==> src/rtl/adder_pkg.sv <==
// Shared types and defaults for the multi-cycle add/subtract unit.
package adder_pkg;

  typedef enum logic [1:0] {
    IDLE = 2'd0,
    RUN  = 2'd1,
    DONE = 2'd2
  } adder_state_t;

  localparam int DEFAULT_WIDTH = 16;
  localparam int DEFAULT_CHUNK = 4;

  // True when a WIDTH/CHUNK pair splits into a whole number of slices.
  function automatic bit width_ok(input int width, input int chunk);
    return (chunk > 0) && (width >= chunk) && ((width % chunk) == 0);
  endfunction

endpackage

==> src/rtl/ripple_carry_adder_n.sv <==
// Combinational CHUNK-bit ripple-carry adder used for the active slice.
module ripple_carry_adder_n #(
  parameter int CHUNK = 4
) (
  input  logic [CHUNK-1:0] i_a,
  input  logic [CHUNK-1:0] i_b,
  input  logic             i_cin,
  output logic [CHUNK-1:0] o_s,
  output logic             o_cout
);

  logic [CHUNK:0] w_c;

  assign w_c[0] = i_cin;

  // One full adder per bit; carry ripples LSB to MSB.
  for (genvar gi = 0; gi < CHUNK; gi++) begin : g_fa
    assign o_s[gi]    = i_a[gi] ^ i_b[gi] ^ w_c[gi];
    assign w_c[gi+1]  = (i_a[gi] & i_b[gi]) | (w_c[gi] & (i_a[gi] ^ i_b[gi]));
  end

  assign o_cout = w_c[CHUNK];

endmodule

==> src/rtl/multi_cycle_adder.sv <==
// Sequential add/subtract: one CHUNK-bit slice per clock, LSB first,
// valid/ready handshake on both sides, result held until taken.
module multi_cycle_adder
  import adder_pkg::*;
#(
  parameter int WIDTH = DEFAULT_WIDTH,
  parameter int CHUNK = DEFAULT_CHUNK
) (
  input  logic             i_clk,
  input  logic             i_rst_n,
  input  logic             i_valid,
  output logic             o_ready,
  input  logic [WIDTH-1:0] i_a,
  input  logic [WIDTH-1:0] i_b,
  input  logic             i_carry_in,
  input  logic             i_sub,
  output logic             o_valid,
  input  logic             i_ready,
  output logic [WIDTH-1:0] o_sum,
  output logic             o_carry_out,
  output logic             o_overflow
);

  localparam int N  = WIDTH / CHUNK;
  localparam int CW = (N > 1) ? $clog2(N) : 1;

  // Refuse to elaborate a width that does not split into whole slices.
  if (!width_ok(WIDTH, CHUNK)) begin : g_bad_cfg
    $error("multi_cycle_adder: WIDTH must be a positive multiple of CHUNK");
  end

  adder_state_t     r_state;
  logic [CW-1:0]    r_cnt;
  logic [WIDTH-1:0] r_a;
  logic [WIDTH-1:0] r_b;
  logic             r_carry;
  logic [WIDTH-1:0] r_acc;
  logic [WIDTH-1:0] r_sum;
  logic             r_cout;
  logic             r_ovf;
  logic             r_valid;
  logic             r_ready;

  logic [WIDTH-1:0] w_b_eff;
  logic [CHUNK-1:0] w_s;
  logic             w_cout;
  logic             w_last;
  logic [WIDTH-1:0] w_acc_next;

  // Subtraction is A + ~B + 1; the borrow-in inverts into the carry-in.
  assign w_b_eff = i_b ^ {WIDTH{i_sub}};

  ripple_carry_adder_n #(
    .CHUNK(CHUNK)
  ) u_rca (
    .i_a   (r_a[CHUNK-1:0]),
    .i_b   (r_b[CHUNK-1:0]),
    .i_cin (r_carry),
    .o_s   (w_s),
    .o_cout(w_cout)
  );

  assign w_last = (r_cnt == CW'(N - 1));

  // New slice enters at the top; after N slices the sum is fully aligned.
  assign w_acc_next = (r_acc >> CHUNK) | (WIDTH'(w_s) << (WIDTH - CHUNK));

  // FSM, operand shift registers, accumulator and registered outputs.
  always_ff @(posedge i_clk or negedge i_rst_n) begin
    if (!i_rst_n) begin
      r_state <= IDLE;
      r_cnt   <= '0;
      r_a     <= '0;
      r_b     <= '0;
      r_carry <= 1'b0;
      r_acc   <= '0;
      r_sum   <= '0;
      r_cout  <= 1'b0;
      r_ovf   <= 1'b0;
      r_valid <= 1'b0;
      r_ready <= 1'b1;
    end else begin
      case (r_state)
        IDLE: begin
          if (i_valid && r_ready) begin
            r_a     <= i_a;
            r_b     <= w_b_eff;
            r_carry <= i_carry_in ^ i_sub;
            r_cnt   <= '0;
            r_acc   <= '0;
            r_ready <= 1'b0;
            r_state <= RUN;
          end
        end
        RUN: begin
          r_a     <= r_a >> CHUNK;
          r_b     <= r_b >> CHUNK;
          r_carry <= w_cout;
          r_acc   <= w_acc_next;
          if (w_last) begin
            // The top slice of a/b_eff is still in the low bits here.
            r_sum   <= w_acc_next;
            r_cout  <= w_cout;
            r_ovf   <= (r_a[CHUNK-1] == r_b[CHUNK-1]) && (w_s[CHUNK-1] != r_a[CHUNK-1]);
            r_valid <= 1'b1;
            r_state <= DONE;
          end else begin
            r_cnt <= r_cnt + 1'b1;
          end
        end
        DONE: begin
          if (i_ready) begin
            r_valid <= 1'b0;
            r_ready <= 1'b1;
            r_state <= IDLE;
          end
        end
        default: begin
          r_valid <= 1'b0;
          r_ready <= 1'b1;
          r_state <= IDLE;
        end
      endcase
    end
  end

  assign o_ready     = r_ready;
  assign o_valid     = r_valid;
  assign o_sum       = r_sum;
  assign o_carry_out = r_cout;
  assign o_overflow  = r_ovf;

endmodule

==> config.mk <==
export PLATFORM = sky130hd
export DESIGN_NAME = multi_cycle_adder
export DESIGN_NICKNAME = d
export VERILOG_FILES = /design/src/rtl/adder_pkg.sv /design/src/rtl/ripple_carry_adder_n.sv /design/src/rtl/multi_cycle_adder.sv
export SDC_FILE = /design/constraint.sdc
export NUM_CORES = 1
export LEC_CHECK = 0
export ABC_AREA = 1
export BUFFER_PORTS_ARGS = -buffer_cell sky130_fd_sc_hd__buf_4
export CORE_MARGIN = 5
export CORE_UTILIZATION = 25
export DETAILED_ROUTE_END_ITERATION = 12
export PLACE_DENSITY = 0.39
export SYNTH_ARGS = -nofsm -noshare
export SYNTH_HDL_FRONTEND = slang
export SYNTH_SLANG_ARGS = --single-unit
==> constraint.sdc <==
create_clock -name i_clk -period 6.2 [get_ports i_clk]
set_clock_uncertainty 0.15 [all_clocks]
set_input_delay 0.31 -clock i_clk [delete_from_list [all_inputs] [get_ports i_clk]]
set_output_delay 0.31 -clock i_clk [all_outputs]
set_load 0.02 [all_outputs]
== Word-level counts from Yosys, hierarchy flattened ==
Index checks and enable logic that the tools add are counted.
Storage, ports and cells
  bits in registers: 73
  input bits: 38
  output and inout bits: 20
  word-level logic and storage cells: 77
Operators by class
  add/subtract/negate cells: 1
  eq/ne operators: 9
  multiplexer cells: 21
  bitwise operators: 25
  reductions and logical operators: 10
Operators with widths (count)
  one-hot mux 16 bit (2 select lines): 3
  2-to-1 mux 16 bit: 3
  OR 12 x 16 -> 16 bit: 1
  XOR 16 bit: 1
  AND reduction 3 bit: 4
  2-to-1 mux 2 bit: 5
  XOR 1 bit: 9
  AND 1 bit: 8
  != test 2 bit, second input constant: 4
  one-hot mux 1 bit (3 select lines): 2
  one-hot mux 2 bit (3 select lines): 1
  2-to-1 mux 1 bit: 5
  equality test 2 bit, second input constant: 2
  OR 1 bit: 4
  one-hot mux 2 bit (2 select lines): 1
  AND reduction 2 bit: 2
  adder 2 x 1 -> 2 bit, second input constant: 1
  equality test 2 x 1 -> 1 bit, second input constant: 1
  logical AND 1 bit: 2
  zero test 2 bit: 1
  NOT 1 bit: 2
  one-hot mux 1 bit (2 select lines): 1
  nonzero test 2 bit: 1
  equality test 1 bit: 1
  != test 1 bit: 1

== Depth between registers and ports, before layout ==
Gate-level depths: netlist (run 1).
  depth in word-level cells: 10
  gate-level depth with buffers: 10
  gate-level depth less buffers: 10

== Hierarchy ==
From an unflattened synthesis (run 1), not the netlist that was laid out.
Second synthesis, totals
  cells, all modules: 428
  area total of the unflattened synthesis: 3390.8 µm²
Modules (own cells, without submodules)
  multi_cycle_adder: times used 1, cells an instance 414, area an instance 3273.1 µm², sequential area each 1727.9 µm²
  ripple_carry_adder_n: times used 1, cells an instance 14, area an instance 117.6 µm², sequential area each 0.0 µm²

== Worst setup path after synthesis (run 1) ==
Ideal clock, no wire load.
  path kind: register -> register
  from: register r_a[0]
  to: register r_ovf, in the netlist o_overflow
  library setup time: 0.117 ns
  arrival time: 2.116 ns
  required time: 5.933 ns
  slack: 3.817 ns
  stages on the path, launching flop included: 11
  path buffers: 0
  period minus slack after synthesis: 2.383 ns
  path through: dfrtp_1 -> inv_1 -> fa_1 -> inv_1 -> fa_1 -> fa_1 -> fa_1 -> nor2_1 -> nor2_1 -> nand3_1 -> nand2_1
On the way
  cells in the longest elaborated chain, start to end: 10
  elaborated cells between the ends (all ways): 11
  those cells by class: 1 x eq/ne; 9 x bitwise; 1 x reduce/logical
RTL lines
  start, declared: RTL line multi_cycle_adder.sv:34  | logic [WIDTH-1:0] r_a;
  start signal, assigned: RTL line multi_cycle_adder.sv:86  | r_a <= i_a;
  start signal, assigned: RTL line multi_cycle_adder.sv:96  | r_a <= r_a >> CHUNK;
  XOR 1 bit: RTL line ripple_carry_adder_n.sv:19  | assign w_c[gi+1] = (i_a[gi] & i_b[gi]) | (w_c[gi] & (i_a[gi] ^ i_b[gi]));
  AND 1 bit: RTL line ripple_carry_adder_n.sv:19
  OR 1 bit (*): RTL line ripple_carry_adder_n.sv:19
  AND 1 bit (*): RTL line ripple_carry_adder_n.sv:19
  OR 1 bit (*): RTL line ripple_carry_adder_n.sv:19
  AND 1 bit (*): RTL line ripple_carry_adder_n.sv:19
  OR 1 bit (*): RTL line ripple_carry_adder_n.sv:19
  XOR 1 bit (*): RTL line ripple_carry_adder_n.sv:18  | assign o_s[gi] = i_a[gi] ^ i_b[gi] ^ w_c[gi];
  named net u_rca.o_s[3]: RTL line ripple_carry_adder_n.sv:8  | output logic [CHUNK-1:0] o_s,
  != test 1 bit (*): RTL line multi_cycle_adder.sv:104  | r_ovf <= (r_a[CHUNK-1] == r_b[CHUNK-1]) && (w_s[CHUNK-1] != r_a[CHUNK-1]);
  logical AND 1 bit (*): RTL line multi_cycle_adder.sv:104
  end signal, assigned: RTL line multi_cycle_adder.sv:104
  end, declared: RTL line multi_cycle_adder.sv:40  | logic r_ovf;
Mark *: on every way through the listed nets, which the timed path passes. The rest lies on a longest branch.
A chain may end at the register's enable or synchronous reset.

== Worst setup path in the final report (run 1) ==
Same ends and word-level chain as after synthesis.

==> qor.yml, run 1 <==
logic_synthesis:
  synth-async-reset-ratio_pct: 100
  ys_warn_count: 0
  ys_top_cells_by_area: "dfrtp_1 (50%), nand2_1 (23%), inv_1 (4.1%), o21ai_0 (3.3%), nand3_1 (2.8%)"
  synth-seq-cells: 69
  synth_edf_count: 0
  yosysTopAreaCell: "dfrtp_1"
  synth_nets: 465
  seq_area_frac_synth_pct: 51.3
  synthFlopType: "dfrtp_1"
  synth_area_sq_mm: 0.00337
  netlist_instances: 421
  synth_area_per_cell_sq_um: 8.01
  synth_top_cell_area_share_pct: 50.5
  post_synth_num_cell_types: 24
route:
  wirelength_microns: 8090
  drtIter0Drc: 200
  drtAntennaViolNets: 0
  wl_per_cell_microns: 12.4
  dr.pass1.iters: 4
  drc: 0
  routed_via_density: 4.07
  vias: 2651
layout:
  nNetsFinal: 514
  antennaDiodeCount: 0
  syn2layout_area_growth_pct: 24.2
  fin_util_pct: 31.6
  final_cell_area_sq_mm: 0.00419
  drive_gt1_share_pct: 18.9
  fillers: 1447
global_route:
  grt_max_degree: 70
  grt_pass1_wl_microns: 13900
  track_usage_pct: 10.8
  grt_overflow_total: 0
  grt_antenna_before_repair: 0
  grt_pass1_vias: 2782
sta:
  period_share_pct: 40.8
  clock.fmax_mhz: 395
  rsz0062_at_grt: "false"
  holdWs_ps: -44.2
  drv_slew: 0
  slew_headroom_pct: 38.8
  hold_viol_final: 41
  setup_viol: 0
  period_needed_ps: 2530
  worst_pin_slew_ps: 918
  fin_tns_setup_ps: 0
floorplanning:
  core_area_sq_mm: 0.0132
  start_util_pct: 25.5
  dieHeight_microns: 126
  row_count: 42
  ios: 58
  die_w_microns: 126
  die_area_sq_mm: 0.0159
power:
  pwr_density_cell_mw_per_mm2: 467
  power.leakage_nw: 2.29
  vdd_drop_max_v: 0.000154
run:
  maxCapViolations: 0
setup_path:
  slowest_stage: "fa_1"
  max_stage_delay_ps: 560
  end_kind: "register"
  path_buf_inv: 2
  worstPathCellList: "inv_1 -> fa_1 -> inv_1 -> fa_1 -> fa_1 -> fa_1 -> nor2_1 -> nor2_1 -> nand3_1 -> nand2_1"
  critPathLaunchType: "register"
  worstPathMaxFanout: 4
  worstPathArrival_ps: 2640
  required_ps: 6310
  cp_common_cell: "fa_1"
  path_delay_family: "adder cells"
  worst-setup-path-type: "reg2reg"
clock_tree:
  root_buffer: "clkbuf_16"
  cts_tree: "done"
  cts_made_buffers: 9
  cts_post_setup_buffers_inserted: 0
  ctsResizeCount: 0
  cts.htree.levels: 3
  clk_pin_slew_worst_paths_ps: 60
  cts_buffer_depth: 2
  clkLatencyLatePin_ps: 320
  clock_sinks: 69
  hold_buffers: 0
place:
  place_congestion: 0.664
  dpl_cell_area_sq_mm: 0.00385
  io_buffers: 57
  hpwl_microns: 5210
status:
  status: "finished with violations"
  failed_checks: "negative hold slack"
min_path:
  hp-class: "in2async"
-- synthesized netlist by cell type, types with 3 or more instances --
cell,instances
nand2_1,209
inv_1,37
buf_6,6
dfrtp_1,68
xnor2_1,3
inv_2,3
nand3_1,19
nor2_1,4
o21ai_0,22
nand2_2,8
o21ai_1,15
buf_2,7
fa_1,4
buf_4,4
-- cell type report --
class / instances / area [sq um] / area share (%)
timing repair buffer: 58 / 435 / 10.4
inverter: 41 / 159 / 3.79
clock inverter: 5 / 81.3 / 1.94
sequential: 69 / 1730 / 41.3
clock buffer: 11 / 253 / 6.04
tap: 176 / 220 / 5.26
multi-input combinational: 291 / 1310 / 31.3
-- logic make-up after synthesis --
logic type	after synthesis	synth area share, %
simple gates	244	29.3
xor+xnor	4	1.04
fa+ha+maj	6	3.12
flops	69	51.3
buf+inv	61	9.84
compound gates	37	5.49
-- stage by stage --
| step | worst slack, ps | hold slack [ps] | power (mW) | cells |
|---|---|---|---|---|
| floorplan | 3820 | -136 | 1.23 | 421 |
| global placement | 3730 | 308 | 1.41 | 635 |
| detailed placement | 3670 | 312 | 1.42 | 635 |
| CTS | 3650 | 16.6 | 2.00 | 651 |
| global route | 3490 | 48.0 | 2.13 | 651 |
| finish | 3670 | -44.2 | 1.96 | 651 |
-- power breakdown --
part,internal [mW],leakage (nW),switching (mW)
combinational,0.232,1.21,0.440
sequential,0.619,0.915,0.0996
clock,0.375,0.162,0.192
-- placed cells by master, fill, tap and decap left out, drive strengths merged --
| master | netlist | routed |
|---|---|---|
| clkbuf | 1 | 11 |
| dfrtp | 68 | 68 |
| dfstp | 1 | 1 |
| xor2 | 1 | 1 |
| nand3b | 1 | 1 |
| xnor2 | 3 | 3 |
| o21ai | 37 | 37 |
| fa | 4 | 4 |
| nand3 | 19 | 19 |
| clkinvlp | 0 | 1 |
| ha | 2 | 2 |
| inv | 41 | 42 |
| buf | 19 | 58 |
| nor2 | 5 | 5 |
| bufinv | 0 | 2 |
| nand2 | 219 | 219 |
| clkinv | 0 | 1 |
-- registers in the layout (all words and copies together), names as in the netlist --
register and count:
r_state 2, r_carry 1, o_sum 16, r_acc 12, o_ready 1, r_a 16, o_carry_out 1, o_overflow 1
o_valid 1, r_cnt 2, r_b 16
-- final timing paths --
kind	slack, ps	to	cells past startpoint	startpoint
worst max-delay path	3670	o_overflow$_DFFE_PN0P_	10	r_a[0]$_DFFE_PN0P_
worst min-delay path	-40	o_sum[3]$_DFFE_PN0P_	1	i_rst_n
worst max register to register	3670	o_overflow$_DFFE_PN0P_	10	r_a[0]$_DFFE_PN0P_
worst min register to register	320	o_ready$_DFFE_PN1P_	2	o_ready$_DFFE_PN1P_
max in group asynchronous	5330	o_valid$_DFFE_PN0P_	1	i_rst_n
min in group i_clk	40	r_a[12]$_DFFE_PN0P_	3	i_a[12]
-- routing by layer --
| layer | wire [microns] | global-route usage [%] |
|---|---|---|
| met1 | 3890 | 14.4 |
| met2 | 3840 | 17.2 |
| met3 | 298 | 2.84 |
| met4 | 64 | 3.22 |
| met5 | 0 | 0 |
Power figures use the tool's default switching activity.
==> run 2, diff against run 1 <==
--- a/config.mk
+++ b/config.mk
@@ -10,7 +10,7 @@
 export CORE_MARGIN = 5
 export CORE_UTILIZATION = 25
 export DETAILED_ROUTE_END_ITERATION = 12
-export PLACE_DENSITY = 0.39
+export PLACE_DENSITY = 0.4
 export SYNTH_ARGS = -nofsm -noshare
 export SYNTH_HDL_FRONTEND = slang
 export SYNTH_SLANG_ARGS = --single-unit
==> constraint.sdc (replaced) <==
create_clock -name i_clk -period 2.1 [get_ports i_clk]
set_clock_uncertainty 0.15 [all_clocks]
set_input_delay 0.105 -clock i_clk [delete_from_list [all_inputs] [get_ports i_clk]]
set_output_delay 0.105 -clock i_clk [all_outputs]
set_load 0.02 [all_outputs]
==> qor.yml, run 2 (same netlist as run 1, synthesis figures left out) <==
global_route:
  grt_max_degree: 35  # -50%
  grt_pass1_wl_microns: 13800  # -0.25%
  grt_overflow_total: 0  # unchanged
  grt_antenna_before_repair: 0  # unchanged
  track_usage_pct: 10.7  # -0.045 points
  grtUsageMet2_pct: 18.0  # +0.81 points
  grtUsageMet3_pct: 3.22  # +0.38 points
  use_met1_pct: 13.5  # -0.90 points
  busiest_layer: "met2"
  grt_pass1_vias: 2895  # +4.1%
status:
  failed_checks: "negative hold slack, negative setup slack"
  status: "finished with violations"
layout:
  final_common_cell: "nand2_1"
  drive_gt1_share_pct: 20.2  # +1.3 points
  syn2layout_area_growth_pct: 36.8
  layout_common_cells: "nand2_1 (209), dfrtp_1 (68), buf_4 (67)"
  antennaDiodeCount: 0  # unchanged
  nNetsFinal: 558  # +8.6%
  final_cell_area_sq_mm: 0.00461  # +10%
sta:
  period_share_pct: 113  # +72 points
  drv_slew: 0  # unchanged
  setup_ws_ps: -270  # -3940 ps
  rsz0062_at_grt: "true"
  clock.fmax_mhz: 422  # +6.8%
  slew_headroom_pct: 65.5  # +27 points
  setup_viol: 5  # +5
  period_needed_ps: 2370  # -161 ps
  holdWs_ps: -15.3  # +28.8 ps
  hold_viol_final: 1  # -98%
  worst_pin_slew_ps: 517  # -401 ps
clock_tree:
  cts.htree.levels: 3  # unchanged
  cts_tree: "done"
  clkLatencyLatePin_ps: 320  # about the same
  clock_sinks: 69  # unchanged
  root_buffer: "clkbuf_16"
  cts_buffer_depth: 2  # unchanged
  cts_made_buffers: 9  # unchanged
  clk_pin_slew_worst_paths_ps: 60  # about the same
route:
  wirelength_microns: 7910  # -2.2%
  drtIter0Drc: 104  # -48%
  drtAntennaViolNets: 0  # unchanged
  wl_per_cell_microns: 11.4  # -8.4%
  dr.pass1.iters: 4  # unchanged
  vias: 2783  # +5.0%
  routed_via_density: 4.00  # -1.7%
  drc: 0  # unchanged
min_path:
  min_path_cells: 5
  hp-class: "in2reg"
floorplanning:
  die_area_sq_mm: 0.0159  # unchanged
  ios: 58  # unchanged
  core_area_sq_mm: 0.0132  # unchanged
  start_util_pct: 25.5  # unchanged
  die_w_microns: 126  # unchanged
  row_count: 42  # unchanged
  dieHeight_microns: 126  # unchanged
setup_path:
  end_kind: "register"
  critPathLaunchType: "register"
  required_ps: 2210  # -4100 ps
  worstPathMaxFanout: 4  # unchanged
  r2r_slack_ps: -270  # -3940 ps
  ff2ff_path_depth: 10  # unchanged
  worstPathArrival_ps: 2480  # -160 ps
  worst-setup-path-type: "reg2reg"
power:
  pwr_density_cell_mw_per_mm2: 1270  # +170%
  vdd_drop_max_v: 0.000463  # +200%
  sw_frac_of_total_pct: 37.2  # -0.17 points
  power.total_mw: 5.84  # +200%
  intPower_mw: 3.67  # +200%
  power_switching_mw: 2.17  # +200%
  p_comb_share_pct: 36.0  # +1.7 points
  power.leakage_nw: 2.48  # +8.1%
  pwr-share-seq_pct: 36.2  # -0.5 points
  clkPwrFrac_pct: 27.8  # -1.2 points
place:
  io_buffers: 57  # unchanged
  dpl_cell_area_sq_mm: 0.00393  # +2.0%
  hpwl_microns: 5370  # +2.9%
  place_congestion: 0.705  # +6.2%
run:
  maxCapViolations: 0  # unchanged
run 2: changes by cell type in the layout (fill, tap and decap cells not counted):
cell,before,now
clkinv_4,0,2
inv_2,3,6
dlygate4sd3_1,0,34
buf_12,0,1
clkbuf_8,2,0
fa_1,4,2
fa_2,0,2
buf_4,58,67
inv_1,37,34
run 2: metrics by stage:
step / setup TNS, ps / cells / setup slack (ps) / hold slack (ps) / utilization (%)
finish: -735 / 695 / -270 / -15.3 / 34.8
global placement: -994 / 643 / -320 / -46.0 / 29.7
global route: -1240 / 695 / -377 / 19.9 / 34.8
floorplan: -593 / 421 / -247 / -341 / -
detailed placement: -1080 / 643 / -334 / -52.9 / 29.7
CTS: -802 / 694 / -281 / 7.82 / 34.8
run 2: layer usage:
| metal | routed length, microns | vias up |
|---|---|---|
| met5 | 0 | - |
| met2 | 3630 | 54 |
| met4 | 89 | 0 |
| li1 | - | 1468 |
| met1 | 3830 | 1254 |
| met3 | 367 | 7 |
run 2: final cells by class:
type / instances / area, sq um
Fill cell: 1456 / 8630
Sequential cell: 69 / 1730
Multi-Input combinational cell: 291 / 1320
Timing Repair Buffer: 102 / 863
Clock buffer: 9 / 225
Tap cell: 176 / 220
Inverter: 41 / 159
Clock inverter: 7 / 98.8
run 2: final timing paths:
path,startpoint,end
hold / removal,i_a[0],r_a[0]$_DFFE_PN0P_
min in group asynchronous,i_rst_n,o_sum[3]$_DFFE_PN0P_
max in group asynchronous,i_rst_n,o_ready$_DFFE_PN1P_
setup reg to reg,r_a[0]$_DFFE_PN0P_,o_overflow$_DFFE_PN0P_
hold reg to reg,o_ready$_DFFE_PN1P_,o_ready$_DFFE_PN1P_
setup / recovery,r_a[0]$_DFFE_PN0P_,o_overflow$_DFFE_PN0P_
run 2: critical path: stages, from the launching register on:
cell and delay (ps):
dfrtp_1 390, inv_2 70, fa_1 160, inv_1 50, fa_2 340, fa_2 350, fa_1 540, nor2_1 50
nor2_1 80, nand3_1 70, nand2_1 50
run 2: what timing repair did:
action                                  in CTS  in global routing
endpoints found under the setup margin       5                  5
gates cloned                                 0                  0
pin swaps                                    3                  0
hold buffers                                34                  0
buffers inserted                             1                  1
endpoints found under the hold margin       88                  0
gates resized for setup                      2                  1
run 2: power by group through the flow:
stage               Clock (mW)  Sequential [mW]  Combinational, mW
global placement             0             2.13               2.07
CTS                       1.68             2.12               2.16
global route              1.74             2.18               2.45
floorplan                    0             2.25               1.39
detailed placement           0             2.14               2.10
finish                    1.62             2.11               2.10
==> run 3, diff against run 2 <==
--- a/config.mk
+++ b/config.mk
@@ -10,7 +10,7 @@
 export CORE_MARGIN = 5
 export CORE_UTILIZATION = 25
 export DETAILED_ROUTE_END_ITERATION = 12
-export PLACE_DENSITY = 0.4
+export PLACE_DENSITY = 0.39
 export SYNTH_ARGS = -nofsm -noshare
 export SYNTH_HDL_FRONTEND = slang
 export SYNTH_SLANG_ARGS = --single-unit
==> constraint.sdc (replaced) <==
create_clock -name i_clk -period 2.19 [get_ports i_clk]
set_clock_uncertainty 0.15 [all_clocks]
set_input_delay 0.1095 -clock i_clk [delete_from_list [all_inputs] [get_ports i_clk]]
set_output_delay 0.1095 -clock i_clk [all_outputs]
set_load 0.005 [all_outputs]
==> qor.yml, run 3 (same netlist as run 1, synthesis figures left out) <==
power:
  vdd_drop_max_v: 0.000498  # +7.5%
  p_comb_share_pct: 34.0  # -2.0 points
  sw_frac_of_total_pct: 35.2  # -2.0 points
  power_switching_mw: 1.92  # -12%
  intPower_mw: 3.53  # -3.8%
  clkPwrFrac_pct: 28.7  # +0.9 points
  power.leakage_nw: 2.47  # -0.33%
  pwr_density_cell_mw_per_mm2: 1180  # -6.5%
  pwr-share-seq_pct: 37.2  # +1.0 points
sta:
  setup_ws_ps: -192  # +78.0 ps
  period_needed_ps: 2380  # +12.0 ps
  drv_slew: 0  # unchanged
  hold_viol_final: 0  # -1
  slew_headroom_pct: 65.2  # -0.29 points
  clock.fmax_mhz: 420  # -0.50%
  worst_pin_slew_ps: 521  # +4.33 ps
  rsz0062_at_grt: "true"
  setup_viol: 3  # -2
  fin_tns_setup_ps: -314  # +421 ps
  period_share_pct: 109  # -4.1 points
setup_path:
  ff2ff_path_depth: 10  # unchanged
  r2r_slack_ps: -190  # +80 ps
  reg2reg_from: "r_b[0]$_DFFE_PN0P_"
  worst-setup-path-type: "reg2reg"
  end_kind: "register"
  max_stage_delay_ps: 570  # +30 ps
  worstPathCellList: "inv_2 -> fa_1 -> inv_1 -> fa_2 -> fa_2 -> fa_2 -> nor2_1 -> nor2_1 -> nand3_1 -> nand2_1"
  slowest_stage: "fa_2"
  path_delay_family: "adder cells"
  required_ps: 2300  # +90 ps
  worstPathArrival_ps: 2490  # about the same
  critPathLaunchType: "register"
  crit-reg2reg-capture: "o_overflow$_DFFE_PN0P_"
  path_buf_inv: 2  # unchanged
  cp_common_cell: "fa_2"
  worstPathMaxFanout: 4  # unchanged
min_path:
  hp-start: "i_a[0]"
  min_path_cells: 5  # unchanged
  hp-class: "in2reg"
  hold_end: "r_a[0]$_DFFE_PN0P_"
place:
  place_congestion: 0.682  # -3.3%
  hpwl_microns: 5280  # -1.7%
  io_buffers: 57  # unchanged
  dpl_cell_area_sq_mm: 0.00392  # -0.38%
  dpl.cell_count: 641  # -0.31%
floorplanning:
  die_w_microns: 126  # unchanged
  die_area_sq_mm: 0.0159  # unchanged
  ios: 58  # unchanged
  core_area_sq_mm: 0.0132  # unchanged
  dieHeight_microns: 126  # unchanged
  start_util_pct: 25.5  # unchanged
  row_count: 42  # unchanged
layout:
  final_cell_area_sq_mm: 0.00460  # -0.24%
  final_common_cell: "nand2_1"
  drive_gt1_share_pct: 20.1  # -0.12 points
  nNetsFinal: 556  # -0.36%
  syn2layout_area_growth_pct: 36.5
  antennaDiodeCount: 0  # unchanged
  stdcell_count: 693  # -0.29%
  layout_common_cells: "nand2_1 (209), dfrtp_1 (68), buf_4 (65)"
  fillers: 1461  # +0.34%
global_route:
  grt_antenna_before_repair: 0  # unchanged
  grt_pass1_vias: 2910  # +0.52%
  track_usage_pct: 11.0  # +0.31 points
  grt_max_degree: 36  # +2.9%
  grt_pass1_wl_microns: 14200  # +2.7%
  grt_overflow_total: 0  # unchanged
clock_tree:
  cts_tree: "done"
  cts_buffer_depth: 2  # unchanged
  cts.htree.levels: 3  # unchanged
  clock_sinks: 69  # unchanged
  cts_made_buffers: 9  # unchanged
  clk_pin_slew_worst_paths_ps: 60  # about the same
  root_buffer: "clkbuf_16"
  clkLatencyLatePin_ps: 330  # about the same
route:
  routed_via_density: 4.05  # +1.3%
  dr.pass1.iters: 4  # unchanged
  drtAntennaViolNets: 0  # unchanged
  drtIter0Drc: 180  # +73%
  wirelength_microns: 7970  # +0.75%
  drc: 0  # unchanged
  vias: 2810  # +0.97%
  wl_per_cell_microns: 11.5  # +1.0%
status:
  status: "finished with violations"
  failed_checks: "negative setup slack"
run:
  maxCapViolations: 0  # unchanged
==> run 3: timing repair <==
| item | CTS | global route |
|---|---|---|
| pin swaps | 3 | 0 |
| endpoints found under the setup margin | 5 | 5 |
| buffers inserted | 0 | 2 |
| resized for setup | 3 | 1 |
| gates cloned | 0 | 0 |
| hold endpoints to repair | 67 | 0 |
| hold buffers | 34 | 0 |
==> run 3: layout make-up <==
| type | count | area, sq um | share of cell area [%] |
|---|---|---|---|
| flip-flops and latches | 69 | 1730 | 37.6 |
| multi-input cells | 291 | 1320 | 28.7 |
| repair buffers | 100 | 848 | 18.4 |
| clock buffers | 10 | 239 | 5.20 |
| well taps | 176 | 220 | 4.79 |
| inverters | 41 | 159 | 3.45 |
| clock inverters | 6 | 86.3 | 1.88 |
==> run 3: tightest hold or removal path, delay by kind of cell <==
kind / cells / cell delay [ps]
AND/OR/NAND/NOR: 4 / 250
buffers and inverters: 1 / 80
==> run 3: worst max path at each step <==
stage                                   from                      to  slack, ps  depth (start not counted)
after global placement    r_a[0]$_DFFE_PN0P_  o_overflow$_DFFE_PN0P_       -230                         10
after floorplan           r_a[0]$_DFFE_PN0P_  o_overflow$_DFFE_PN0P_       -160                         10
after detailed placement  r_a[0]$_DFFE_PN0P_  o_overflow$_DFFE_PN0P_       -250                         10
after global routing      r_b[0]$_DFFE_PN0P_  o_overflow$_DFFE_PN0P_       -290                         10
final                     r_b[0]$_DFFE_PN0P_  o_overflow$_DFFE_PN0P_       -190                         10
after CTS                 r_a[0]$_DFFE_PN0P_  o_overflow$_DFFE_PN0P_       -190                         10
==> run 3: layer usage <==
layer	vias up	part of all wire [%]	GRT usage [%]
met5	-	0	0
met4	0	2.4	4.61
met3	14	4.8	3.22
met2	62	44	17.5
met1	1262	49	14.1
li1	1472	-	-
==> run 3: power groups by stage <==
stage	logic [mW]	clock network (mW)	registers [mW]
final	1.85	1.57	2.03
after global routing	2.19	1.69	2.09
after CTS	1.90	1.62	2.03
after detailed placement	1.84	0	2.04
after global placement	1.82	0	2.04
after floorplan	1.33	0	2.01
==> run 3: metrics by stage <==
stage	setup slack, ps	power [mW]	util (%)	hold WS [ps]
finish	-192	5.45	34.7	1.50
global route	-286	5.96	34.7	39.9
CTS	-187	5.55	34.6	26.3
detailed placement	-246	3.89	29.6	-35.0
global placement	-231	3.86	29.6	-32.4
floorplan	-157	3.34	-	-336
